$ cat src/rtl/cmd_pkg.sv
// Shared definitions for the command receive path: opcodes, frame assembler states, default baud divisor.
package cmd_pkg;

    localparam logic [7:0] REQ_BATT  = 8'h01;
    localparam logic [7:0] SET_PTCH  = 8'h02;
    localparam logic [7:0] SET_ROLL  = 8'h03;
    localparam logic [7:0] SET_YAW   = 8'h04;
    localparam logic [7:0] SET_THRST = 8'h05;
    localparam logic [7:0] CALIBRATE = 8'h06;
    localparam logic [7:0] EMER_LAND = 8'h07;
    localparam logic [7:0] MTRS_OFF  = 8'h08;

    // 50 MHz / 19200 baud
    localparam int DEF_BAUD_DIV = 2604;

    typedef enum logic [1:0] {
        IDLE    = 2'd0,
        GOT_CMD = 2'd1,
        GOT_HI  = 2'd2
    } frm_state_e;

endpackage

$ cat src/rtl/uart_byte_rx.sv
// 8N1 byte receiver: 2-flop RX synchroniser, mid-bit sampling, one-clk rx_rdy / rx_err pulses.
// rx_data is valid while rx_rdy is high; a start bit that reads high at mid-bit is treated as a glitch.
module uart_byte_rx
    import cmd_pkg::*;
#(
    parameter int BAUD_DIV = DEF_BAUD_DIV
) (
    input  logic       clk,
    input  logic       rst,
    input  logic       rx,
    output logic       rx_rdy,
    output logic [7:0] rx_data,
    output logic       rx_err
);

    localparam int BW = $clog2(BAUD_DIV);

    logic          rx_s1_q, rx_s2_q, rx_prev_q;
    logic          busy_q;
    logic [BW-1:0] baud_q;
    logic [3:0]    bit_q;
    logic [7:0]    shift_q;
    logic          rx_rdy_q, rx_err_q;

    // bit_q: 0 = start bit, 1..8 = data bits LSB first, 9 = stop bit
    always_ff @(posedge clk or posedge rst) begin
        if (rst) begin
            rx_s1_q   <= 1'b1;
            rx_s2_q   <= 1'b1;
            rx_prev_q <= 1'b1;
            busy_q    <= 1'b0;
            baud_q    <= '0;
            bit_q     <= '0;
            shift_q   <= '0;
            rx_rdy_q  <= 1'b0;
            rx_err_q  <= 1'b0;
        end else begin
            rx_s1_q   <= rx;
            rx_s2_q   <= rx_s1_q;
            rx_prev_q <= rx_s2_q;
            rx_rdy_q  <= 1'b0;
            rx_err_q  <= 1'b0;
            if (!busy_q) begin
                if (rx_prev_q && !rx_s2_q) begin
                    busy_q <= 1'b1;
                    baud_q <= BW'(BAUD_DIV / 2);
                    bit_q  <= 4'd0;
                end
            end else if (baud_q != '0) begin
                baud_q <= baud_q - 1'b1;
            end else begin
                baud_q <= BW'(BAUD_DIV - 1);
                if (bit_q == 4'd0) begin
                    if (rx_s2_q) begin
                        busy_q <= 1'b0;
                    end else begin
                        bit_q <= 4'd1;
                    end
                end else if (bit_q <= 4'd8) begin
                    shift_q <= {rx_s2_q, shift_q[7:1]};
                    bit_q   <= bit_q + 4'd1;
                end else begin
                    busy_q   <= 1'b0;
                    rx_rdy_q <= rx_s2_q;
                    rx_err_q <= !rx_s2_q;
                end
            end
        end
    end

    assign rx_rdy  = rx_rdy_q;
    assign rx_err  = rx_err_q;
    assign rx_data = shift_q;

endmodule

$ cat src/rtl/cmd_frame_rcv.sv
// Assembles 3-byte command frames (opcode, data hi, data lo) from the UART byte stream.
// Partial frames are abandoned on a stop-bit error or an over-long inter-byte gap, pulsing frm_err.
module cmd_frame_rcv
    import cmd_pkg::*;
#(
    parameter int BAUD_DIV = DEF_BAUD_DIV,
    parameter int GAP_TO   = 65536
) (
    input  logic        clk,
    input  logic        rst,
    input  logic        RX,
    input  logic        clr_cmd_rdy,
    output logic        cmd_rdy,
    output logic [7:0]  cmd,
    output logic [15:0] data,
    output logic        frm_err
);

    localparam int GW = $clog2(GAP_TO);

    logic       rx_rdy, rx_err;
    logic [7:0] rx_data;

    frm_state_e  state_q;
    logic [GW-1:0] gap_q;
    logic [7:0]  shadow_cmd_q, shadow_hi_q;
    logic [7:0]  cmd_q;
    logic [15:0] data_q;
    logic        cmd_rdy_q, frm_err_q;

    uart_byte_rx #(
        .BAUD_DIV (BAUD_DIV)
    ) u_byte_rx (
        .clk     (clk),
        .rst     (rst),
        .rx      (RX),
        .rx_rdy  (rx_rdy),
        .rx_data (rx_data),
        .rx_err  (rx_err)
    );

    always_ff @(posedge clk or posedge rst) begin
        if (rst) begin
            state_q      <= IDLE;
            gap_q        <= '0;
            shadow_cmd_q <= '0;
            shadow_hi_q  <= '0;
            cmd_q        <= '0;
            data_q       <= '0;
            cmd_rdy_q    <= 1'b0;
            frm_err_q    <= 1'b0;
        end else begin
            frm_err_q <= 1'b0;
            if (clr_cmd_rdy) begin
                cmd_rdy_q <= 1'b0;
            end
            if (rx_rdy) begin
                // a byte arriving always beats a coincident timeout
                gap_q <= '0;
                unique case (state_q)
                    IDLE: begin
                        shadow_cmd_q <= rx_data;
                        cmd_rdy_q    <= 1'b0;
                        state_q      <= GOT_CMD;
                    end
                    GOT_CMD: begin
                        shadow_hi_q <= rx_data;
                        state_q     <= GOT_HI;
                    end
                    GOT_HI: begin
                        cmd_q     <= shadow_cmd_q;
                        data_q    <= {shadow_hi_q, rx_data};
                        cmd_rdy_q <= 1'b1;
                        state_q   <= IDLE;
                    end
                    default: state_q <= IDLE;
                endcase
            end else if (rx_err) begin
                frm_err_q <= 1'b1;
                gap_q     <= '0;
                state_q   <= IDLE;
            end else if (state_q != IDLE) begin
                if (gap_q == GW'(GAP_TO - 1)) begin
                    frm_err_q <= 1'b1;
                    gap_q     <= '0;
                    state_q   <= IDLE;
                end else begin
                    gap_q <= gap_q + 1'b1;
                end
            end
        end
    end

    assign cmd_rdy = cmd_rdy_q;
    assign cmd     = cmd_q;
    assign data    = data_q;
    assign frm_err = frm_err_q;

endmodule
$ cat config.mk
export PLATFORM = sky130hd
export DESIGN_NAME = cmd_frame_rcv
export DESIGN_NICKNAME = d
export VERILOG_FILES = /design/src/rtl/cmd_pkg.sv /design/src/rtl/uart_byte_rx.sv /design/src/rtl/cmd_frame_rcv.sv
export SDC_FILE = /design/constraint.sdc
export NUM_CORES = 1
export LEC_CHECK = 0
export ABC_CLOCK_PERIOD_IN_PS = 3470
export CORE_ASPECT_RATIO = 0.7
export CORE_UTILIZATION = 58
export CTS_CLUSTER_DIAMETER = 200
export CTS_CLUSTER_SIZE = 10
export DETAILED_ROUTE_END_ITERATION = 12
export GPL_ROUTABILITY_DRIVEN = 0
export PLACE_DENSITY = 0.82
export SYNTH_ARGS = -nofsm -noshare
export SYNTH_HDL_FRONTEND = slang
export SYNTH_SLANG_ARGS = --single-unit
$ cat constraint.sdc
create_clock -name clk -period 3.47 [get_ports clk]
set_input_delay 0.694 -clock clk [delete_from_list [all_inputs] [get_ports clk]]
set_output_delay 0.694 -clock clk [all_outputs]
set_load 0.02 [all_outputs]
======== Yosys cells after proc, flatten, opt, wreduce, memory -nomap -nowiden ========
Index checks and enable logic that the tools add are counted.
storage, ports and cells
  bits in registers ....................... 90
  input bits .............................. 4
  output and inout port bits .............. 26
  word-level logic and storage cells ...... 83
cells by class
  $add $sub $neg .......................... 3
  order comparisons ....................... 1
  equality and inequality tests ........... 6
  muxes and demuxes ....................... 39
  bitwise operators ....................... 2
  reduce and logical (&&, ||, !) cells .... 15
operators with widths
  operator                                                               number
  16-bit 2-to-1 mux                                                      4
  12-bit 2-to-1 mux                                                      3
  4-bit 2-to-1 mux                                                       6
  1-bit 2-to-1 mux                                                       20
  16-bit by 1-bit adder with 16-bit output, second input constant        1
  16-bit equality test, second input constant                            1
  12-bit nonzero test                                                    1
  12-bit by 1-bit subtractor with 12-bit output, second input constant   1
  2-bit 2-to-1 mux                                                       4
  2-bit AND reduction                                                    4
  4-bit AND reduction                                                    2
  3-bit != test, second input constant                                   2
  3-bit nonzero test                                                     2
  4-bit by 1-bit adder with 4-bit output, second input constant          1
  4-bit less-or-equal comparator, second input constant                  1
  4-bit zero test                                                        1
  2-bit case mux with 2 select lines                                     1
  2-bit nonzero test                                                     2
  2-bit by 1-bit equality test with 1-bit output, second input constant  1
  2-bit equality test, second input constant                             1
  2-bit zero test                                                        1
  2-bit != test, second input constant                                   1
  1-bit NOT                                                              2
  1-bit case mux with 2 select lines                                     1
  other kinds (2)                                                        2

======== Logic depth before layout (Yosys ltp) ========
Gate-level depths: netlist of the first run.
  depth in word-level cells ............... 5
  depth in mapped cells ................... 7
  mapped depth without buffers ............ 6

======== Cells and area by module ========
From an unflattened synthesis of the first run, not the netlist that was laid out.
unflattened totals
  cells, all modules ...................... 337
  area, all modules ....................... 4067.7 um^2
by module, submodules not included
  module         times used  cells an instance  area each (um^2)  seq. area each (um^2)
  cmd_frame_rcv  1           190                2521.2            1501.4
  uart_byte_rx   1           147                1546.5            754.5

======== Least setup slack after synthesis of the first run ========
No wires, ideal clock.
  kind .................................... reg-to-reg
  start ................................... register u_byte_rx.bit_q[0]
  end ..................................... register u_byte_rx.bit_q[1]
  library setup time ...................... 0.125 ns
  arrival ................................. 1.625 ns
  required time ........................... 3.345 ns
  setup slack ............................. 1.721 ns
  stages on the path, launching flop included .. 7
  buffers on the path ..................... 0
  clock period less this slack ............ 1.749 ns
  cell sequence ........................... dfrtp_1 -> inv_1 -> ha_1 -> nand2b_1 -> or2_2 -> o2111ai_1 -> mux2_2
between the ends
  word-level cells in the longest chain between the ends .. 5
  elaborated cells on any way between the ends .. 10
  classes of those cells .................. add/sub: 1; order compare: 1; eq/ne: 2; mux: 4; reduce/logical: 2
RTL lines
  what                                    line                source
  from (decl)                             uart_byte_rx.sv:21  logic [3:0] bit_q;
  from (signal assigned)                  uart_byte_rx.sv:61  bit_q <= bit_q + 4'd1;
  4-bit by 1-bit adder with 4-bit output  uart_byte_rx.sv:61
  4-bit 2-to-1 mux                        uart_byte_rx.sv:59  end else if (bit_q <= 4'd8) begin
  4-bit 2-to-1 mux                        uart_byte_rx.sv:53  if (bit_q == 4'd0) begin
  4-bit 2-to-1 mux                        uart_byte_rx.sv:49  end else if (baud_q != '0) begin
  4-bit 2-to-1 mux                        uart_byte_rx.sv:43  if (!busy_q) begin
Several ways; a longest one is shown, not always the timed one. The select of a mux whose other input is x is not followed.
A chain may end at the register's enable or synchronous reset.

======== Worst setup path after layout of the first run ========
  start ................................... register u_byte_rx.baud_q[8]
  end ..................................... register u_byte_rx.shift_q[0], in the netlist u_byte_rx.rx_data[0]
between the ends
  word-level cells in the longest chain between the ends .. 3
RTL lines
  what                           line                source
  from (decl)                    uart_byte_rx.sv:20  logic [BW-1:0] baud_q;
  from (signal assigned)         uart_byte_rx.sv:46  baud_q <= BW'(BAUD_DIV / 2);
  from (signal assigned)         uart_byte_rx.sv:50  baud_q <= baud_q - 1'b1;
  from (signal assigned)         uart_byte_rx.sv:52  baud_q <= BW'(BAUD_DIV - 1);
  12-bit nonzero test            uart_byte_rx.sv:49
  1-bit NOT (no line)            n/a
  4-bit AND reduction (no line)  n/a
  to (signal assigned)           uart_byte_rx.sv:60  shift_q <= {rx_s2_q, shift_q[7:1]};
  to (decl)                      uart_byte_rx.sv:22  logic [7:0] shift_q;
Every way passes these cells.

==> results.py, run 1 <==
metrics = {
    "outcome": {
        "outcome": "finished, final reports clean",
    },
    "sta": {
        "slew_headroom_pct": 31.70,
        "worst_slack_ns": 1.374,
        "slew_viol_final": 0,
        "finClkSkew_ns": 0.01002,
        "holdWs_ns": 0.3584,
        "post-route-min-period_ns": 2.096,
        "fin_setup_tns_ns": 0,
        "fin_crit_sh_pct": 60.41,
        "tightest_slew_ns": 1.022,
        "max_freq_mhz": 477.0,
        "hold_violations": 0,
        "final-setup-viol-count": 0,
        "rsz0062_at_grt": "false",
    },
    "clock_tree": {
        "clkSinkCount": 90,
        "cts-buffers-inserted": 9,
        "worstSkewPairLatency_ns": 0.36,
        "ctsHoldBuffers": 0,
        "post_cts_resize_count": 0,
        "htreeDepth": 3,
        "cts_setup_buffers": 0,
        "cts_tree": "yes",
        "cts-root-buf": "clkbuf_8",
        "path_clk_slew_ns": 0.10,
        "clockBufferDepth": 2,
    },
    "power": {
        "p_total_w": 0.002210,
        "cellPowerDensity_nw_per_um2": 482.7,
        "leakage_nw": 2.187,
        "ir_drop_uv": 318.0,
    },
    "setup_path": {
        "critPathKind": "reg2reg",
        "critPathLaunch": "u_byte_rx.baud_q[8]$_DFFE_PP0P_",
        "cpPeakStageDelay_ns": 0.49,
        "crit_path_top_delay_cell": "nor3_1",
        "end_kind": "flip-flop",
        "r2r_start": "u_byte_rx.baud_q[8]$_DFFE_PP0P_",
        "arrival_ns": 2.33,
        "crit_fanout": 8,
        "crit_path_start_kind": "flip-flop",
        "critPathRequiredTime_ns": 3.71,
        "crit_chain": "nor3_1 > nand4_1 > nand3b_4 > mux2_2",
    },
    "layout": {
        "multiInputGateArea_um2": 1665,
        "syn_to_final_growth_pct": 13.74,
        "diodes": 0,
        "drive_gt1_share_pct": 19.37,
        "final_nets": 386,
        "seqCellArea_um2": 2256,
        "fill_cells": 460,
    },
    "grt": {
        "grt_pass1_wl_um": 13360,
        "grt_overflow": 0,
        "grt_max_degree": 50,
        "antenna_found_initial": 0,
        "grtUsageTotal_pct": 24.21,
        "grt_pass1_vias": 2674,
    },
    "die": {
        "std_cell_rows": 24,
        "die_w_um": 101.6,
        "die-area_um2": 7283,
        "core_area_um2": 6456,
        "ios": 30,
        "chipHeight_um": 71.70,
        "start_util_pct": 62.34,
    },
    "detailed_routing": {
        "first_pass_iters": 4,
        "drc": 0,
        "drt_iter0_markers": 106,
        "wirelength_um": 7735,
        "ant_nets": 0,
        "vias": 2748,
        "wl_per_cell_um": 16.35,
        "avgViaCountPerCell": 5.810,
    },
    "logic_synthesis": {
        "ys_seq_area_share_pct": 56.05,
        "synth_seq_cells": 90,
        "yosys-top-cells-area": "dfrtp_1 54%, mux2_2 11%, nand2_1 3.6%, dfstp_2 2.0%, a21oi_1 1.9%",
        "syn_nets": 355,
        "synth.top_cell.area_share_pct": 54.09,
        "ys_warn_count": 0,
        "synth_area_per_cell_um2": 11.63,
        "yosysTopAreaCell": "dfrtp_1",
        "syn_area_um2": 4025,
        "synth_top_flop_cell": "dfrtp_1",
        "syn_inst": 346,
        "synth_cell_types": 61,
        "async_reset_ff_share_pct": 100.0,
        "synth_edf_count": 0,
    },
    "place": {
        "dp_hpwl_um": 5546,
        "port_buffers": 29,
        "dp_slack_ns": 1.457,
    },
    "hold_path": {
        "hold_path.class": "reg2reg",
        "min-delay-start": "u_byte_rx.rx_s1_q$_DFF_PP1_",
    },
    "job": {
        "drv_cap": 0,
    },
}
## power by group
group	switching [W]	total, W	leakage [nW]	internal (W)
sequential	0.000113	0.00124	1.22	0.00113
clock	0.000390	0.000664	0.0901	0.000274
combinational	0.000164	0.000304	0.878	0.000141
## logic make-up (layout without fill, tap and decap cells)
group	after synthesis	in the layout	synth area share, %
multiplexers	41	41	11.47
buffers and inverters	24	60	2.580
adder cells (fa/ha/maj)	5	5	1.554
AND/OR/NAND/NOR	119	119	16.57
flip-flops	90	90	56.05
AO/OA/AOI/OAI	57	57	9.606
XOR/XNOR	10	10	2.176
## Yosys cell counts (5+ instances only)
library cell and n:
buf_2 7, a21oi_1 15, xnor2_1 7, inv_1 11, dfrtp_1 87, o21ai_0 12
nor2_1 19, ha_1 5, nor3_1 14, mux2_2 41, o31ai_1 5, nand2_1 39
## final timing paths
check                                                    to  slack (ns)  cells past startpoint
max                        u_byte_rx.rx_data[0]$_DFFE_PP0P_        1.37                      4
min                             u_byte_rx.rx_s2_q$_DFF_PP1_        0.36                      0
max reg2reg                u_byte_rx.rx_data[0]$_DFFE_PP0P_        1.37                      4
min reg2reg                     u_byte_rx.rx_s2_q$_DFF_PP1_        0.36                      0
max in group asynchronous  u_byte_rx.rx_data[0]$_DFFE_PP0P_        1.94                      3
min in group asynchronous              gap_q[6]$_DFFE_PP0P_        0.78                      2
## final cells by class
cell class              count  area share, %
well taps                  91          2.487
flip-flops and latches     90          49.28
clock inverters             7          1.312
inverters                  12          1.011
multi-input cells         232          36.38
repair buffers             32          6.832
clock buffers               9          2.706
## metrics by stage
stage                     area, um^2  utilization (%)  instances
final                           4578            70.91        473
after global routing            4578            70.91        473
after CTS                       4578            70.91        473
after detailed placement        4394            68.06        457
after global placement          4394            68.06        457
after floorplan                 4025                -        346
## layer usage
metal	wire length [um]	track usage, %	part of all wire, %	vias up
met3	288	4.976	3.7	12
met1	3854	36.91	50	1373
met4	99	7.085	1.3	0
met5	0	0	0	-
li1	-	-	-	1305
met2	3492	35.14	45	58
## worst max-delay path: cells and delay by family (launching register included)
| family | cells | cell delay (ns) |
|---|---|---|
| mux | 1 | 0.31 |
| flops | 1 | 0.43 |
| simple gates | 3 | 1.23 |
## state kept, by name (all words and copies together), names as in the netlist, 2 cells and up
| name | count |
|---|---|
| shadow_hi_q | 8 |
| u_byte_rx.baud_q | 12 |
| data | 16 |
| state_q | 2 |
| u_byte_rx.rx_data | 8 |
| u_byte_rx.bit_q | 4 |
| shadow_cmd_q | 8 |
| gap_q | 16 |
| cmd | 8 |
## cell usage in the layout (no fill, tap or decap), types with 2 or more instances in the layout
| cell type | count |
|---|---|
| a2111oi_0 | 2 |
| nor4b_1 | 2 |
| inv_1 | 10 |
| xor2_1 | 3 |
| buf_4 | 3 |
| mux2_2 | 41 |
| nand2_1 | 39 |
| nor2_1 | 19 |
| o21ai_0 | 12 |
| dfrtp_1 | 87 |
| nand2b_1 | 2 |
| clkinv_2 | 2 |
| nand4_1 | 3 |
| nor4_4 | 2 |
| a21o_1 | 2 |
| a221o_1 | 2 |
| a21oi_1 | 15 |
| o31ai_1 | 5 |
| dfstp_2 | 3 |
| clkinvlp_4 | 2 |
| a22o_1 | 2 |
| clkdlybuf4s50_1 | 29 |
| inv_6 | 2 |
| xnor2_1 | 7 |
| nor3_1 | 14 |
| or4_1 | 4 |
| nand3_1 | 4 |
| and2_1 | 4 |
| clkbuf_8 | 9 |
| nor3b_1 | 2 |
| a31o_2 | 2 |
| and3_1 | 4 |
| ha_1 | 5 |
| inv_8 | 2 |
| nor2b_1 | 3 |
| or3_1 | 2 |
| and3b_1 | 2 |
| a211o_1 | 3 |
Power figures use the tool's default switching activity.
==> run 2, diff against run 1 <==
--- a/config.mk
+++ b/config.mk
@@ -5,7 +5,7 @@
 export SDC_FILE = /design/constraint.sdc
 export NUM_CORES = 1
 export LEC_CHECK = 0
-export ABC_CLOCK_PERIOD_IN_PS = 3470
+export ABC_CLOCK_PERIOD_IN_PS = 2000
 export CORE_ASPECT_RATIO = 0.7
 export CORE_UTILIZATION = 58
 export CTS_CLUSTER_DIAMETER = 200
==> constraint.sdc (replaced) <==
create_clock -name clk -period 2 [get_ports clk]
set_input_delay 0.4 -clock clk [delete_from_list [all_inputs] [get_ports clk]]
set_output_delay 0.4 -clock clk [all_outputs]
set_load 0.02 [all_outputs]
==> run 2 against run 1 <==
Non-clock buffer count grew 12. Via count grew 3.7%. Setup slack lost 1.3 ns. Combinational power grew 97%. Sequential cell count is the same. Total power grew 81%. Sequential share of layout area shrank 1.5 points. Count of clock-buffer cells in the layout grew 1. Clock skew shrank 0.00090 ns.
==> results.py, run 2 (synthesized netlist as in run 1, its figures left out) <==
metrics = {
    "clock_tree": {
        "clkSinkCount": 90,
        "post_cts_resize_count": 0,
        "clockBufferDepth": 2,
        "cts-root-buf": "clkbuf_8",
        "htreeDepth": 3,
        "cts-buffers-inserted": 9,
        "worstSkewPairLatency_ns": 0.36,
        "ctsHoldBuffers": 0,
        "cts_setup_buffers": 0,
        "path_clk_slew_ns": 0.09,
        "cts_tree": "yes",
    },
    "detailed_routing": {
        "ant_nets": 0,
        "drc": 0,
        "first_pass_iters": 5,
        "drt_iter0_markers": 161,
        "wirelength_um": 8292,
        "wl_per_cell_um": 17.10,
        "avgViaCountPerCell": 5.874,
        "vias": 2849,
    },
    "setup_path": {
        "crit_fanout": 7,
        "critPathKind": "reg2reg",
        "crit_path_start_kind": "flip-flop",
        "crit_path_top_delay_cell": "dfrtp_1",
        "arrival_ns": 2.16,
        "crit_buf_inv": 1,
        "crit_chain": "inv_1 > ha_1 > nand2b_4 > or2_2 > o2111ai_1 > mux2_2",
        "critPathRequiredTime_ns": 2.25,
        "cpPeakStageDelay_ns": 0.44,
        "crit_family": "simple AND/OR/NAND/NOR gates",
        "end_kind": "flip-flop",
    },
    "die": {
        "chipHeight_um": 71.70,
        "ios": 30,
        "core_area_um2": 6456,
        "die-area_um2": 7283,
        "start_util_pct": 62.34,
        "std_cell_rows": 24,
        "die_w_um": 101.6,
    },
    "job": {
        "drv_cap": 0,
    },
    "hold_path": {
        "hold_path.class": "reg2reg",
    },
    "sta": {
        "hold_violations": 0,
        "post-route-min-period_ns": 1.915,
        "rsz0062_at_grt": "false",
        "fin_setup_tns_ns": 0,
        "final-setup-viol-count": 0,
        "max_freq_mhz": 522.3,
        "slew_headroom_pct": 66.66,
        "slew_viol_final": 0,
        "fin_crit_sh_pct": 95.73,
        "finClkSkew_ns": 0.009113,
        "tightest_slew_ns": 0.4991,
    },
    "grt": {
        "antenna_found_initial": 0,
        "grt_pass1_vias": 2834,
        "grt_pass1_wl_um": 14110,
        "grtUsageTotal_pct": 25.90,
        "grt_overflow": 0,
        "grt_max_degree": 29,
    },
    "layout": {
        "mostFrequentLayoutCell": "dfrtp_1",
        "seqCellArea_um2": 2256,
        "final_nets": 398,
        "multiInputGateArea_um2": 1674,
        "mostFrequentLayoutCells": "87 x dfrtp_1, 41 x mux2_2, 39 x nand2_1",
        "diodes": 0,
        "drive_gt1_share_pct": 22.08,
        "final_cells": 485,
        "fill_cells": 440,
        "syn_to_final_growth_pct": 17.28,
    },
    "power": {
        "clockPowerShare_pct": 31.1,
        "pwr-share-comb_pct": 15.0,
        "leakage_nw": 2.260,
        "ir_drop_uv": 787.8,
        "sequentialPowerShare_pct": 54.0,
        "power.internal_w": 0.002834,
        "p_sw_share_pct": 29.28,
        "cellPowerDensity_nw_per_um2": 848.8,
        "p_switching_w": 0.001173,
    },
    "outcome": {
        "outcome": "finished, final reports clean",
    },
    "place": {
        "port_buffers": 29,
        "post-place-cells": 469,
        "dp_hpwl_um": 5845,
    },
}
run 2: cell count changes in the layout (fill, tap and decap cells not counted), sizes merged:
cell	change
inv	-2
buf	+12
bufinv	+1
clkbuf	+1
run 2: stage by stage:
stage	hold WS, ns	total power [W]	area (um^2)	util, %	setup slack [ns]
after floorplan	0.3452	0.002567	4029	-	0.2507
after global placement	0.3462	0.002701	4512	69.88	0.1104
after detailed placement	0.3485	0.002754	4512	69.88	0.05834
after CTS	0.3537	0.004000	4712	72.98	0.03566
after global routing	0.3506	0.004218	4721	73.12	0.03227
final	0.3546	0.004007	4721	73.12	0.08537
run 2: worst paths after layout:
kind,endpoint,cells past startpoint,from,slack (ns)
min,u_byte_rx.rx_s2_q$_DFF_PP1_,0,u_byte_rx.rx_s1_q$_DFF_PP1_,0.35
max in group asynchronous,u_byte_rx.baud_q[9]$_DFFE_PP0P_,3,rst,1.08
min in group asynchronous,data[7]$_DFFE_PP0P_,2,rst,0.42
max,u_byte_rx.bit_q[1]$_DFFE_PP0P_,6,u_byte_rx.bit_q[0]$_DFFE_PP0P_,0.09
max reg2reg,u_byte_rx.bit_q[1]$_DFFE_PP0P_,6,u_byte_rx.bit_q[0]$_DFFE_PP0P_,0.09
min reg2reg,u_byte_rx.rx_s2_q$_DFF_PP1_,0,u_byte_rx.rx_s1_q$_DFF_PP1_,0.35
run 2: worst register-to-register path, cell delays in order (launching register included):
cell       delay (ns)
dfrtp_1          0.44
inv_1            0.10
ha_1             0.23
nand2b_4         0.10
or2_2            0.34
o2111ai_1        0.23
mux2_2           0.37
run 2: cell type report:
type                       instances  share of cell area (%)
timing repair buffer              44                   9.064
inverter                          12                   1.034
clock buffer                      10                   2.703
tap                               91                   2.412
multi-input combinational        232                   35.46
clock inverter                     6                   1.537
sequential                        90                   47.79
run 2: power by group through the flow:
| stage | clock network (W) | registers, W | logic, W |
|---|---|---|---|
| 2_1_floorplan | 0 | 0.00214 | 0.000431 |
| 3_3_place_gp | 0 | 0.00216 | 0.000537 |
| 3_5_place_dp | 0 | 0.00219 | 0.000568 |
| 4_1_cts | 0.00127 | 0.00215 | 0.000576 |
| 5_1_grt | 0.00136 | 0.00218 | 0.000679 |
| 6_report | 0.00124 | 0.00216 | 0.000600 |
run 2: metal layers:
layer	wire (um)	track usage [%]	share of wire, %	vias to the layer above
met5	0	0	0	-
met4	96	6.280	1.2	0
met3	475	6.927	5.7	10
met2	3874	39.86	47	99
met1	3845	36.90	46	1410
li1	-	-	-	1330
==> run 3, diff against run 2 <==
--- a/config.mk
+++ b/config.mk
@@ -13,6 +13,7 @@
 export DETAILED_ROUTE_END_ITERATION = 12
 export GPL_ROUTABILITY_DRIVEN = 0
 export PLACE_DENSITY = 0.82
+export SLEW_MARGIN = 20
 export SYNTH_ARGS = -nofsm -noshare
 export SYNTH_HDL_FRONTEND = slang
 export SYNTH_SLANG_ARGS = --single-unit
==> results of run 3 <==
No change in the layout: final DEF, timing and power equal those of run 2.
